--- src/rtl/mem_pkg.sv ---
// Shared definitions for the RV32 memory-stage load/store unit: funct3 codes,
// writeback-select encodings, FSM states and store-lane helpers.
package mem_pkg;

  localparam logic [2:0] F3_LB  = 3'b000;
  localparam logic [2:0] F3_LH  = 3'b001;
  localparam logic [2:0] F3_LW  = 3'b010;
  localparam logic [2:0] F3_LBU = 3'b100;
  localparam logic [2:0] F3_LHU = 3'b101;
  localparam logic [2:0] F3_SB  = 3'b000;
  localparam logic [2:0] F3_SH  = 3'b001;
  localparam logic [2:0] F3_SW  = 3'b010;

  typedef enum logic [1:0] {
    WB_ALU  = 2'b00,
    WB_LOAD = 2'b01,
    WB_PC4  = 2'b10
  } memreg_e;

  typedef enum logic {
    ST_IDLE = 1'b0,
    ST_BUSY = 1'b1
  } mau_state_e;

  // Width is carried in funct3[1:0] for both loads and stores.
  function automatic logic is_misaligned(input logic [2:0] f3, input logic [1:0] off);
    case (f3[1:0])
      F3_SH[1:0]: is_misaligned = off[0];
      F3_SW[1:0]: is_misaligned = (off != 2'b00);
      default:    is_misaligned = 1'b0;
    endcase
  endfunction

  function automatic logic [3:0] store_be(input logic [2:0] f3, input logic [1:0] off);
    case (f3[1:0])
      F3_SB[1:0]: store_be = 4'b0001 << off;
      F3_SH[1:0]: store_be = 4'b0011 << off;
      default:    store_be = 4'b1111;
    endcase
  endfunction

  function automatic logic [31:0] store_wdata(input logic [2:0] f3, input logic [31:0] rs2);
    case (f3[1:0])
      F3_SB[1:0]: store_wdata = {4{rs2[7:0]}};
      F3_SH[1:0]: store_wdata = {2{rs2[15:0]}};
      default:    store_wdata = rs2;
    endcase
  endfunction

endpackage

--- src/rtl/lsu_load_align.sv ---
// Load-data lane select and sign/zero extension for the memory-stage unit.
module lsu_load_align
  import mem_pkg::*;
(
  input  logic [2:0]  funct3,
  input  logic [1:0]  offset,
  input  logic [31:0] rdata,
  output logic [31:0] data
);

  logic [7:0]  lane_b;
  logic [15:0] lane_h;

  assign lane_b = rdata[{offset, 3'b000} +: 8];
  assign lane_h = offset[1] ? rdata[31:16] : rdata[15:0];

  always_comb begin
    case (funct3)
      F3_LB:   data = {{24{lane_b[7]}}, lane_b};
      F3_LH:   data = {{16{lane_h[15]}}, lane_h};
      F3_LBU:  data = {24'd0, lane_b};
      F3_LHU:  data = {16'd0, lane_h};
      default: data = rdata;
    endcase
  end

endmodule

--- src/rtl/mem_access_unit.sv ---
// RV32 memory-stage load/store unit: req/ack data bus, load formatting, upstream stall.
// Optional bus-timeout watchdog enabled by defining MEM_TIMEOUT_EN.
module mem_access_unit
  import mem_pkg::*;
#(
  parameter int TIMEOUT_CYC = 64
) (
  input  logic        clk,
  input  logic        rst,
  input  logic        ex_valid,
  input  logic [31:0] ex_alu,
  input  logic [31:0] ex_rs2,
  input  logic [2:0]  ex_funct3,
  input  logic        ex_MemR,
  input  logic        ex_MemW,
  input  logic [4:0]  ex_rd,
  input  logic        ex_RegW,
  input  logic [1:0]  ex_MemReg,
  input  logic [31:0] ex_pc_add4,
  input  logic [31:0] dm_rdata,
  input  logic        dm_ack,
  output logic        dm_req,
  output logic        dm_we,
  output logic [31:0] dm_addr,
  output logic [31:0] dm_wdata,
  output logic [3:0]  dm_be,
  output logic        mem_stall,
  output logic        misalign,
  output logic        bus_err,
  output logic        valid_out,
  output logic [31:0] alu_out,
  output logic [31:0] pc_add4_out,
  output logic [31:0] dataR_out,
  output logic [4:0]  rd_out,
  output logic        RegW_out,
  output logic [1:0]  MemReg_out
);

  mau_state_e  state_q, state_d;
  logic        is_mem, addr_bad, issue, rsp_load, timeout_hit;
  logic [31:0] load_data;

  assign is_mem   = ex_MemR | ex_MemW;
  assign addr_bad = is_misaligned(ex_funct3, ex_alu[1:0]);

  // EX/MEM is held by mem_stall, so funct3/offset are still valid when the ack lands.
  lsu_load_align u_load_align (
    .funct3 (ex_funct3),
    .offset (ex_alu[1:0]),
    .rdata  (dm_rdata),
    .data   (load_data)
  );

`ifdef MEM_TIMEOUT_EN
  localparam int CNT_W = $clog2(TIMEOUT_CYC + 1);
  logic [CNT_W-1:0] wait_cnt_q;

  // Counter holds the number of BUSY cycles already elapsed without an ack.
  always_ff @(posedge clk) begin
    if (rst || state_q != ST_BUSY || state_d != ST_BUSY) wait_cnt_q <= '0;
    else                                                 wait_cnt_q <= wait_cnt_q + CNT_W'(1);
  end

  assign timeout_hit = (state_q == ST_BUSY) && (wait_cnt_q == CNT_W'(TIMEOUT_CYC - 1));
`else
  logic unused_timeout_cfg;
  assign unused_timeout_cfg = (TIMEOUT_CYC != 0);
  assign timeout_hit        = 1'b0;
`endif

  // NOTE: every signal written here gets a default first so no latch is inferred.
  always_comb begin
    state_d   = state_q;
    issue     = 1'b0;
    rsp_load  = 1'b0;
    mem_stall = 1'b0;
    misalign  = 1'b0;
    bus_err   = 1'b0;
    valid_out = 1'b0;
    if (!rst) begin
      case (state_q)
        ST_IDLE: begin
          if (ex_valid && is_mem) begin
            if (addr_bad) begin
              misalign  = 1'b1;
              valid_out = 1'b1;
            end else begin
              mem_stall = 1'b1;
              issue     = 1'b1;
              state_d   = ST_BUSY;
            end
          end else begin
            valid_out = ex_valid;
          end
        end
        ST_BUSY: begin
          if (dm_ack) begin
            valid_out = 1'b1;
            rsp_load  = ex_MemR;
            state_d   = ST_IDLE;
          end else if (timeout_hit) begin
            bus_err   = 1'b1;
            valid_out = 1'b1;
            state_d   = ST_IDLE;
          end else begin
            mem_stall = 1'b1;
          end
        end
        default: state_d = ST_IDLE;
      endcase
    end
  end

  // NOTE: sequential state uses non-blocking assignments so all registers update together.
  always_ff @(posedge clk) begin
    if (rst) begin
      state_q  <= ST_IDLE;
      dm_req   <= 1'b0;
      dm_we    <= 1'b0;
      dm_be    <= 4'b0000;
      dm_addr  <= 32'd0;
      dm_wdata <= 32'd0;
    end else begin
      state_q <= state_d;
      if (issue) begin
        dm_req   <= 1'b1;
        dm_we    <= ex_MemW;
        dm_be    <= store_be(ex_funct3, ex_alu[1:0]);
        dm_addr  <= {ex_alu[31:2], 2'b00};
        dm_wdata <= store_wdata(ex_funct3, ex_rs2);
      end else if (state_q == ST_BUSY && state_d == ST_IDLE) begin
        dm_req <= 1'b0;
      end
    end
  end

  assign alu_out     = rst ? 32'd0 : ex_alu;
  assign pc_add4_out = rst ? 32'd0 : ex_pc_add4;
  assign rd_out      = rst ? 5'd0  : ex_rd;
  assign MemReg_out  = rst ? 2'd0  : ex_MemReg;
  assign dataR_out   = rsp_load ? load_data : 32'd0;
  assign RegW_out    = valid_out & ex_RegW & ~misalign & ~bus_err;

endmodule

--- config.mk ---
export PLATFORM = sky130hd
export DESIGN_NAME = mem_access_unit
export DESIGN_NICKNAME = d
export VERILOG_FILES = /design/src/rtl/mem_pkg.sv /design/src/rtl/lsu_load_align.sv /design/src/rtl/mem_access_unit.sv
export SDC_FILE = /design/constraint.sdc
export NUM_CORES = 1
export LEC_CHECK = 0
export BUFFER_PORTS_ARGS = -buffer_cell sky130_fd_sc_hd__buf_2
export CORE_AREA = 3 3 123 125
export CTS_BUF_LIST = sky130_fd_sc_hd__clkbuf_8
export DETAILED_ROUTE_END_ITERATION = 7
export DIE_AREA = 0 0 126 128
export GPL_ROUTABILITY_DRIVEN = 1
export PLACE_DENSITY = 0.67
export SLEW_MARGIN = 20
export SYNTH_ARGS = -nofsm -noshare
export SYNTH_HDL_FRONTEND = slang
export SYNTH_SLANG_ARGS = --single-unit
export TNS_END_PERCENT = 100
--- constraint.sdc ---
create_clock -name clk -period 5.1 [get_ports clk]
set_clock_uncertainty 0.05 [all_clocks]
set_input_delay 0.765 -clock clk [delete_from_list [all_inputs] [get_ports clk]]
set_output_delay 0.765 -clock clk [all_outputs]
set_load 0.1 [all_outputs]
## Word-level counts from Yosys, hierarchy flattened

Cells that the tools add are included.

| storage, ports and cells | value |
|---|---|
| bits in registers | 69 |
| input bits | 145 |
| output and inout bits | 178 |
| logic and storage cells | 57 |

| cells by class | value |
|---|---|
| bitwise logic cells | 6 |
| shifts and indexed selects | 3 |
| muxes and demuxes | 31 |
| equal/unequal tests | 5 |
| reductions and logical operators | 6 |

Operators with widths:

| cell | number |
|---|---|
| 32-bit one-hot mux with 4 select lines | 1 |
| 32-bit two-way mux | 3 |
| 32-bit one-hot mux with 2 select lines | 1 |
| 32-bit by 6-bit variable part select with 8-bit output | 1 |
| 1-bit two-way mux | 19 |
| 16-bit two-way mux | 1 |
| 4-bit one-hot mux with 2 select lines | 1 |
| 3-bit == test, second input constant | 2 |
| 1-bit one-hot mux with 2 select lines | 3 |
| 5-bit two-way mux | 1 |
| 2-bit nonzero test | 2 |
| 1-bit by 2-bit left shift with 4-bit output, first input constant | 1 |
| 2-bit by 2-bit left shift with 4-bit output, first input constant | 1 |
| 3-bit by 1-bit == test with 1-bit output, second input constant | 1 |
| 3-bit zero test | 1 |
| 1-bit NOT | 3 |
| 1-bit bitwise AND | 2 |
| 2-bit by 1-bit == test with 1-bit output, second input constant | 1 |
| 2-bit == test, second input constant | 1 |
| 1-bit logical AND | 2 |
| 2-bit zero test | 1 |
| 2-bit two-way mux | 1 |
| 1-bit bitwise OR | 1 |

## Logic depth before layout (Yosys ltp)

Gate-level depths: netlist of the first run.

| depth | value |
|---|---|
| depth in word-level cells | 10 |
| gate-level depth with buffers | 10 |
| depth with buffers taken out | 6 |

## By module

From an unflattened synthesis of the first run, not the netlist that was laid out.

| second synthesis, totals | value |
|---|---|
| cell total of the unflattened synthesis | 597 |
| area, all modules | 4483.0 um^2 |

Modules (own cells, without submodules):

| module | times used | cells each | area each (um^2) | sequential area each (um^2) |
|---|---|---|---|---|
| mem_access_unit | 1 | 479 | 3722.3 | 1381.3 |
| lsu_load_align | 1 | 118 | 760.7 | 0.0 |

## Worst setup path before layout of the first run

OpenSTA, ideal clock, no wires.

| path | value |
|---|---|
| path kind | input to output |
| start point | input ex_funct3[1] |
| end point | output misalign |
| stages | 7 |
| setup slack | 0.245 ns |
| path buffers | 3 |
| arrival time | 4.040 ns |
| data required time | 4.285 ns |
| path through | clkbuf_1 > inv_1 > ha_1 > o21ai_4 > buf_6 > buf_4 > nor3_1 |

| on the way | value |
|---|---|
| longest elaborated chain between the ends | 6 |
| elaborated cells between the ends (all ways) | 7 |
| those cells by class | eq/ne: 2; mux: 5 |

RTL lines:

| item | line | RTL |
|---|---|---|
| start: declaration | mem_access_unit.sv:13 | `input logic [2:0] ex_funct3,` |
| 2-bit == test / 2-bit by 1-bit == test with 1-bit output (equally long branches) | mem_pkg.sv:27 | `case (f3[1:0])` |
| 1-bit one-hot mux with 2 select lines (*) | mem_pkg.sv:27 |  |
| 1-bit two-way mux (*) | mem_access_unit.sv:84 | `if (addr_bad) begin` |
| 1-bit two-way mux (*) | mem_access_unit.sv:83 | `if (ex_valid && is_mem) begin` |
| 1-bit two-way mux (*) | mem_access_unit.sv:81 | `case (state_q)` |
| 1-bit two-way mux (*) | mem_access_unit.sv:80 | `if (!rst) begin` |
| end: declaration | mem_access_unit.sv:28 | `output logic misalign,` |

Every way passes the cells marked *; elsewhere a longest branch is shown, timed or not.

## Final worst setup path of the first run

| path | value |
|---|---|
| start point | input ex_funct3[1] |
| end point | output dataR_out[26] |

| on the way | value |
|---|---|
| longest elaborated chain between the ends | 3 |
| elaborated cells between the ends (all ways) | 6 |
| those cells by class | eq/ne: 3; mux: 2; reduce/logical: 1 |

RTL lines:

| item | line | RTL |
|---|---|---|
| 3-bit == test (tied with other cells) | lsu_load_align.sv:18 | `case (funct3)` |
| 32-bit one-hot mux with 4 select lines (*) | lsu_load_align.sv:18 |  |
| 32-bit two-way mux (*) | mem_access_unit.sv:141 | `assign dataR_out = rsp_load ? load_data : 32'd0;` |
| end: declaration | mem_access_unit.sv:33 | `output logic [31:0] dataR_out,` |

Marked as above.

==> results.txt, run 1 <==
The x dimension of the die came out at 126 um. The level count of the clock H-tree is 3. The total area of multi-input combinational cells came out at between 2000 and 3000 um2. The run finished with clean final reports. The share of cells above drive strength 1 came out at 0.430.

The CTS buffer count came out at 9. The maximum number of pins on one net before global-route repair is 75. The path class of the tightest hold or removal check is flop to flop. The synthesized netlist contains 40 unique library cells. The hold violation count in the final report is 0. In the layout the commonest cells are sky130_fd_sc_hd__buf_2, sky130_fd_sc_hd__a21oi_1, sky130_fd_sc_hd__nor2b_1.

The required arrival time at the worst endpoint came out at 4.28 ns. The library cell used most frequently in the layout, excluding fill and tap cells, is sky130_fd_sc_hd__buf_2. The leakage power summed over all cells is around 3.0 nW. Across all register-to-register paths, the minimum setup slack is between 2 and 3 ns. The total global routing track utilization came out at 0.192. In this run, post-CTS hold repair placed 0 buffers. The number of sinks handled by clock tree synthesis came out at 69. The count of flip-flops with a built-in enable after synthesis is 0.

In this design, the stage delay of the slowest critical-path cell is roughly 0.46 ns. The count of pins on the block boundary is roughly 320. The number of antenna-violating nets in the routed design came out at 0. The combined area of all synthesized cells is around 4200 um2. Once layout is complete, the cells apart from fillers number ~1000. In the synthesized netlist, the number of instances is ~560. The worst slack at placement is approximately 1.1 ns.

The floorplan step set the die height to about 130 um. The power density relative to cell area is between 300 and 400 nW/um2. The worst-margin pin slew is 0.802 ns. The aggregate negative setup slack came out at 0 ns. The worst pin sits at a relative slew slack of 0.464.

The count of state elements after synthesis came out at between 60 and 70. The layout filler cell count is approximately 1500. The first detailed-routing pass ran for 4 iterations.

The number of failing setup endpoints in the final timing report is 0. In this run the post-CTS setup repair buffer count came out at 0. The final routed wirelength across all metal layers came out at about 17000 um. The clock period could shrink to 4.02 ns.

Clock latency on the worst-skew pair, taken at its later pin, is ~0.34 ns. The area used by sequential logic in the layout came out at between 1000 and 1500 um2. The number of max-slew violations in the final report came out at 0.

The layout-stage area growth over the synthesis result came out at 43.7%. The post-DP HPWL is roughly 12000 um. Of the synthesized area, sequential elements account for 0.329. The global-route wire length before repair came out at roughly 25000 um. TritonCTS built the clock tree. The die covers 16100 um2. The arrival time of the worst setup path came out at 3.20 ns.

The post-synthesis average cell area is roughly 7.5 um2. The worst hold path cell count came out at 2. The residual overflow from global routing came out at 0. The total area inside the core boundary comes to 14000 um2. The detailed-route vias per instance came out at around 5. The via count is a little over 5000. The main flop type after synthesis is sky130_fd_sc_hd__dfxtp_1. In this run, placement finished with an instance count of 1002. The initial antenna violation count came to 1. Of all nets on the critical path, the largest fanout is 19. Once routing completed, OpenROAD measured the worst setup slack at between 1 and 1.5 ns. The initial core utilization is 0.300. The violation count after the first detailed-route iteration came out at between 200 and 300. The placer's final routability congestion estimate came out at roughly 0.87. The endpoint identified for the worst register-to-register timing path is dm_wdata[24].

Setup repair after global routing left no endpoint under its margin. The worst register-to-register path has a depth of 5. In the finished design, the share of the clock period the worst path needs comes to 0.788. The cell with the largest stage delay on the worst path is sky130_fd_sc_hd__nor2_2. The number of warnings issued by yosys is 0.

The critical path is of the input port to output pin type. The maximum clock frequency is 0.249 GHz. The capturing element type of the critical path is an output pin. The total of cells resized after clock tree synthesis came out at 0. The number of buffers on the longest clock path is 2. The routed length per instance came out at around 16 um. The via count of the first global-routing pass is about 4700. Walking the worst path, the cells encountered are buf_2 > inv_1 > ha_1 > buf_4 > or2_2 > nor2_2 > nand2_1 > nand2_1 > buf_2. For this run, design rule violations remaining after detail routing come to 0. The worst hold endpoint is dm_req.

After synthesis, the share of flip-flops with an asynchronous set or reset is 0. For this run, the post-layout net count is about 1000. The register clock-pin slew on the reported worst setup and hold paths came out at roughly 0.070 ns. The count of max-cap constraint violations came out at 0. The hold path startpoint is dm_req. The tree is rooted in a sky130_fd_sc_hd__clkbuf_8. The number of rows created at floorplan is 43.

IR analysis of the VDD net gives a maximum drop of around 230 uV. The count of buffers inserted at the top-level ports is approximately 320. The launching element type of the critical path is an input port. In this run the critical register-to-register path is launched from state_q.
-- flip-flops by register name (all words and copies together), names as in the netlist --
register	count
dm_req	1
dm_be	4
dm_addr	30
state_q	1
dm_we	1
dm_wdata	32
-- critical path, delay by kind of cell --
kind / cells / cell delay [ns]
AND/OR/NAND/NOR: 4 / 1.04
buffers and inverters: 4 / 1.06
adder cells (fa/ha/maj): 1 / 0.32
-- cells by family (layout without fill, tap and decap cells) --
group           after synthesis  in the layout  synth area share
mux                          17             17            0.0433
fa+ha+maj                     3              3           0.00895
compound gates              208            208             0.296
simple gates                193            193             0.245
buf+inv                      65            345            0.0770
flops                        69             69             0.329
other cells                   1              4          0.000894
-- where the power goes --
group | leakage, nW | internal [mW] | switching (mW)
registers | 0.567 | 0.581 | 0.0193
logic | 2.31 | 0.171 | 0.759
clock network | 0.128 | 0.338 | 0.213
total | 3.01 | 1.09 | 0.992
-- metrics by stage --
step	area (um2)	power, mW	hold slack (ns)	utilization
2_1_floorplan	4200	1.36	0.445	-
3_3_place_gp	5780	1.54	0.397	0.413
3_5_place_dp	5780	1.54	0.401	0.413
4_1_cts	6020	2.10	0.410	0.431
5_1_grt	6030	2.17	0.442	0.431
6_report	6030	2.08	0.415	0.431
-- synth_stat cells, drive strengths merged, types with 6 or more instances --
| library cell | number | area, um2 |
|---|---|---|
| a21oi | 88 | 440 |
| o21ai | 56 | 292 |
| a211oi | 17 | 128 |
| dfxtp | 69 | 1380 |
| mux2i | 8 | 80.1 |
| o221ai | 7 | 61.3 |
| nand2 | 53 | 199 |
| nor2 | 6 | 37.5 |
| nor2b | 80 | 500 |
| a311oi | 10 | 87.6 |
| nand3 | 39 | 195 |
| buf | 31 | 191 |
| clkbuf | 32 | 124 |
| a22oi | 25 | 193 |
| mux2 | 9 | 101 |
-- how the worst max path moves through the flow --
stage,endpoint,depth (start not counted),startpoint,slack [ns]
2_1_floorplan,misalign,7,ex_funct3[1],0.24
3_3_place_gp,dataR_out[20],9,ex_funct3[1],1.19
3_5_place_dp,dataR_out[28],9,ex_funct3[1],1.12
4_1_cts,dataR_out[28],9,ex_funct3[1],1.11
5_1_grt,dataR_out[28],9,ex_funct3[1],0.92
6_report,dataR_out[26],9,ex_funct3[1],1.08
-- layer usage --
metal / vias up / share of wire / global-route usage
li1: 2529 / - / -
met1: 2324 / 0.41 / 0.237
met2: 244 / 0.50 / 0.337
met3: 8 / 0.084 / 0.0525
met4: 0 / 0.0072 / 0.0366
met5: - / 0 / 0
-- layout make-up --
class / count / area share
Sequential cell: 69 / 0.229
Timing Repair Buffer: 327 / 0.275
Inverter: 2 / 0.00125
Tap cell: 180 / 0.0374
Clock inverter: 6 / 0.0185
Multi-Input combinational cell: 424 / 0.415
Clock buffer: 10 / 0.0228
Antenna cell: 1 / 0.000415
Power figures use the tool's default switching activity.
==> run 2: changes to the inputs <==
--- a/config.mk
+++ b/config.mk
@@ -6,12 +6,12 @@
 export NUM_CORES = 1
 export LEC_CHECK = 0
 export BUFFER_PORTS_ARGS = -buffer_cell sky130_fd_sc_hd__buf_2
-export CORE_AREA = 3 3 123 125
+export CORE_AREA = 3 3 124 126
 export CTS_BUF_LIST = sky130_fd_sc_hd__clkbuf_8
 export DETAILED_ROUTE_END_ITERATION = 7
-export DIE_AREA = 0 0 126 128
+export DIE_AREA = 0 0 127 129
 export GPL_ROUTABILITY_DRIVEN = 1
-export PLACE_DENSITY = 0.67
+export PLACE_DENSITY = 0.69
 export SLEW_MARGIN = 20
 export SYNTH_ARGS = -nofsm -noshare
 export SYNTH_HDL_FRONTEND = slang
==> constraint.sdc (replaced) <==
create_clock -name clk -period 3.34 [get_ports clk]
set_clock_uncertainty 0.05 [all_clocks]
set_input_delay 0.501 -clock clk [delete_from_list [all_inputs] [get_ports clk]]
set_output_delay 0.501 -clock clk [all_outputs]
set_load 0.1 [all_outputs]
==> run 2 against run 1 <==
Compared with the run above:
- total power increased by 49%
- first-iteration DRC count shrank 11%
- register-to-register slack got worse by 1.5 ns
- clock-buffer cell count shrank 1
- die area grew 1.6%
==> results.txt, run 2 (same netlist as run 1, synthesis figures left out) <==
The run finished with clean final reports. The post-place instance area is 6530 um2 (+13%). The number of max-slew violations in the final report is 0 (unchanged).

The number of failing setup endpoints in the final timing report was 0 (unchanged). The post-detailed-route DRC marker count came to 0 (unchanged). The fraction of the cycle the final worst path needs is 0.876. The via count of the first global-routing pass is 4658 (-1.9%). The required arrival time at the worst endpoint is 2.79 ns (-1.49 ns). The family with the most delay on the worst path is simple AND/OR/NAND/NOR gates. The worst-margin pin slew is 0.746 ns (-0.0561 ns). The net switching power is 1.52 mW (+53%). The post-DP HPWL came to 12600 um (+2.7%). The fraction of power spent switching nets came out at 0.489 (+0.0128). The peak ir drop on the vdd network is 404 uV (+74%). The count of pins on the block boundary came out at 323 (unchanged). The number of antenna-violating nets in the routed design is 0 (unchanged).

The initial antenna violation count came out at 0 (-1). The arrival time of the worst setup path was 2.37 ns (-0.83 ns). The most flop-heavy register is dm_wdata. The aggregate negative setup slack came out at 0 ns (unchanged). The source-to-sink clock delay at the later pin of the worst-skew pair came out at 0.33 ns (about the same).

The most common cell after layout, fill and taps aside is sky130_fd_sc_hd__buf_2. The violation count after the first detailed-route iteration was 254 (-11%). The slowest stage of the critical path belongs to the cell sky130_fd_sc_hd__nor2_2. The hold violation count in the final report was 0 (unchanged). The detailed-route vias per instance came to 4.97 (-0.81%).

The register clock-pin slew on the reported worst setup and hold paths came out at 0.08 ns (about the same). The maximum net fanout on the critical path is 16 (-3). The count of max-cap constraint violations came out at 0 (unchanged). The final total power was 3.10 mW (+49%). The count of buffers inserted at the top-level ports came out at 319 (unchanged). The critical path's most frequent cell is sky130_fd_sc_hd__nand2_1.

The library cells used most frequently in the layout, excluding fill and tap cells, are sky130_fd_sc_hd__buf_2, sky130_fd_sc_hd__nor2b_1, sky130_fd_sc_hd__a21oi_1. The worst slack at placement came to 0.442 ns (-0.678 ns). The number of flip-flops under the largest register name is 32 (unchanged). The total internal power is 1.59 mW (+45%). The maximum number of pins on one net before global-route repair is 76 (+1.3%). The number of buffers on the longest clock path came to 2 (unchanged). The maximum clock frequency is around 0.34 GHz.

The largest registers in the layout are dm_wdata x32, dm_addr x30, dm_be x4. The layout-stage area growth over the synthesis result came out at 60.6%. The area inside the core boundary is 14400 um2 (+3.1%). TritonCTS built the clock tree. The total global routing track utilization came to 0.185 (-0.00679). The level count of the clock H-tree came out at 3 (unchanged). The leakage power summed over all cells is 3.13 nW (+4.3%). The x dimension of the die is 127 um (+0.79%). The net total in the final layout came out at 991 (+1.0%).

The number of hold buffers added after CTS is 0 (unchanged). The share of cells above drive strength 1 is 0.455 (+0.0256). The residual overflow from global routing is 0 (unchanged).

The height of the die came out at 129 um (+0.78%). The number of setup buffers added after CTS is 0 (unchanged). The max-slew headroom at the worst pin came out at 0.502 (+0.0385). The power density relative to cell area came to 461 nW/um2 (+33%). The via count is 5128 (+0.45%). The signal on the critical path passes through buf_2 > inv_1 > ha_1 > or2_2 > nor2_2 > nand2_1 > nand2_1 > buf_12. The routed length per instance is 15.9 um (-2.4%). The global-route wire length before repair is 24700 um (-2.0%). The combinational power share is 0.470 (+0.023). The placer's final routability congestion estimate came out at 0.843 (-2.6%). The utilization after layout came out at 0.467 (+0.0362). The worst-case setup margin in the final layout is 0.414 ns (-0.667 ns). The critical path buffer and inverter count came out at 3 (-1). The iteration count of the initial detailed-routing pass came out at 4 (unchanged). The number of sinks handled by clock tree synthesis is 69 (unchanged). The path class of the tightest hold or removal check is input port to flop.

The antenna cell count came out at 0 (-1). The worst setup path is launched from an input port. The clock network fraction of total power is 0.235 (-0.030). The total of cells resized after clock tree synthesis came out at 0 (unchanged). The number of rows created at floorplan came to 44 (+2.3%). The sequential power share came out at 0.295 (+0.007).

The master cell of the clock root buffer is sky130_fd_sc_hd__clkbuf_8. The CTS buffer count is 9 (unchanged). The final design instance area without fill was 6740 um2 (+12%). The delay of the slowest critical-path stage came out at 0.51 ns (+0.05 ns).

The worst setup path is captured at an output pin. The initial core utilization is 0.291 (-0.00905). Counting I/O delays and the setup requirement, the final critical path takes ~2.9 ns. The final routed wirelength across all metal layers is 16400 um (-1.2%). The die area is 16400 um2 (+1.6%). Setup repair after global routing left no endpoint under its margin. The category of the critical setup timing path is input port to output pin.
[run 2: cell count changes in the layout (fill, tap and decap cells not counted), moves of 2 or more]
cell                       before  now
sky130_fd_sc_hd__buf_4          9   19
sky130_fd_sc_hd__buf_2        318  283
sky130_fd_sc_hd__inv_1          3    5
sky130_fd_sc_hd__a21oi_2        0    7
sky130_fd_sc_hd__a21oi_1       88   72
sky130_fd_sc_hd__clkinv_4       2    0
sky130_fd_sc_hd__buf_12         0   35
sky130_fd_sc_hd__a21oi_4        0    9
[run 2: path summary, 6_finish.rpt]
check / cells after the start / endpoint / slack (ns) / startpoint
setup / recovery: 8 / dataR_out[31] / 0.41 / ex_funct3[0]
hold / removal: 3 / dm_wdata[29] / 0.36 / ex_rs2[29]
setup reg to reg: 5 / dm_wdata[31] / 1.29 / state_q
hold reg to reg: 2 / dm_req / 0.41 / dm_req
[run 2: metrics by stage]
stage          std cells  hold WS [ns]
6_report            1032         0.364
5_1_grt             1032         0.344
4_1_cts             1032         0.341
3_5_place_dp        1016         0.395
3_3_place_gp        1016         0.404
2_1_floorplan        558         0.515
[run 2: worst reg2reg max path: stages, from the launching register on]
cell and delay, ns:
sky130_fd_sc_hd__dfxtp_1 0.34, sky130_fd_sc_hd__nand2b_1 0.21, sky130_fd_sc_hd__or2_1 0.32, sky130_fd_sc_hd__buf_4 0.24, sky130_fd_sc_hd__nor2_4 0.55, sky130_fd_sc_hd__a311oi_1 0.19
[run 2: routing by layer]
| layer | wire length (um) | track usage | vias up |
|---|---|---|---|
| met5 | 0 | 0 | - |
| met4 | 141 | 0.0360 | 0 |
| met3 | 1250 | 0.0432 | 11 |
| met1 | 6650 | 0.225 | 2355 |
| li1 | - | - | 2546 |
| met2 | 8400 | 0.334 | 216 |
[run 2: power groups by stage]
stage                     registers [mW]  clock network (mW)  logic, mW
after floorplan                     1.39                   0      0.708
after global placement             0.933                   0       1.46
after detailed placement           0.933                   0       1.47
after CTS                          0.915               0.755       1.47
after global routing               0.924               0.797       1.52
final                              0.915               0.728       1.46
[run 2: layout make-up]
type,instances,area [um2]
Tap cell,184,230
Multi-Input combinational cell,424,2650
Clock inverter,7,83.8
Sequential cell,69,1380
Clock buffer,9,124
Timing Repair Buffer,337,2260
Fill cell,1429,7690
Inverter,2,7.51
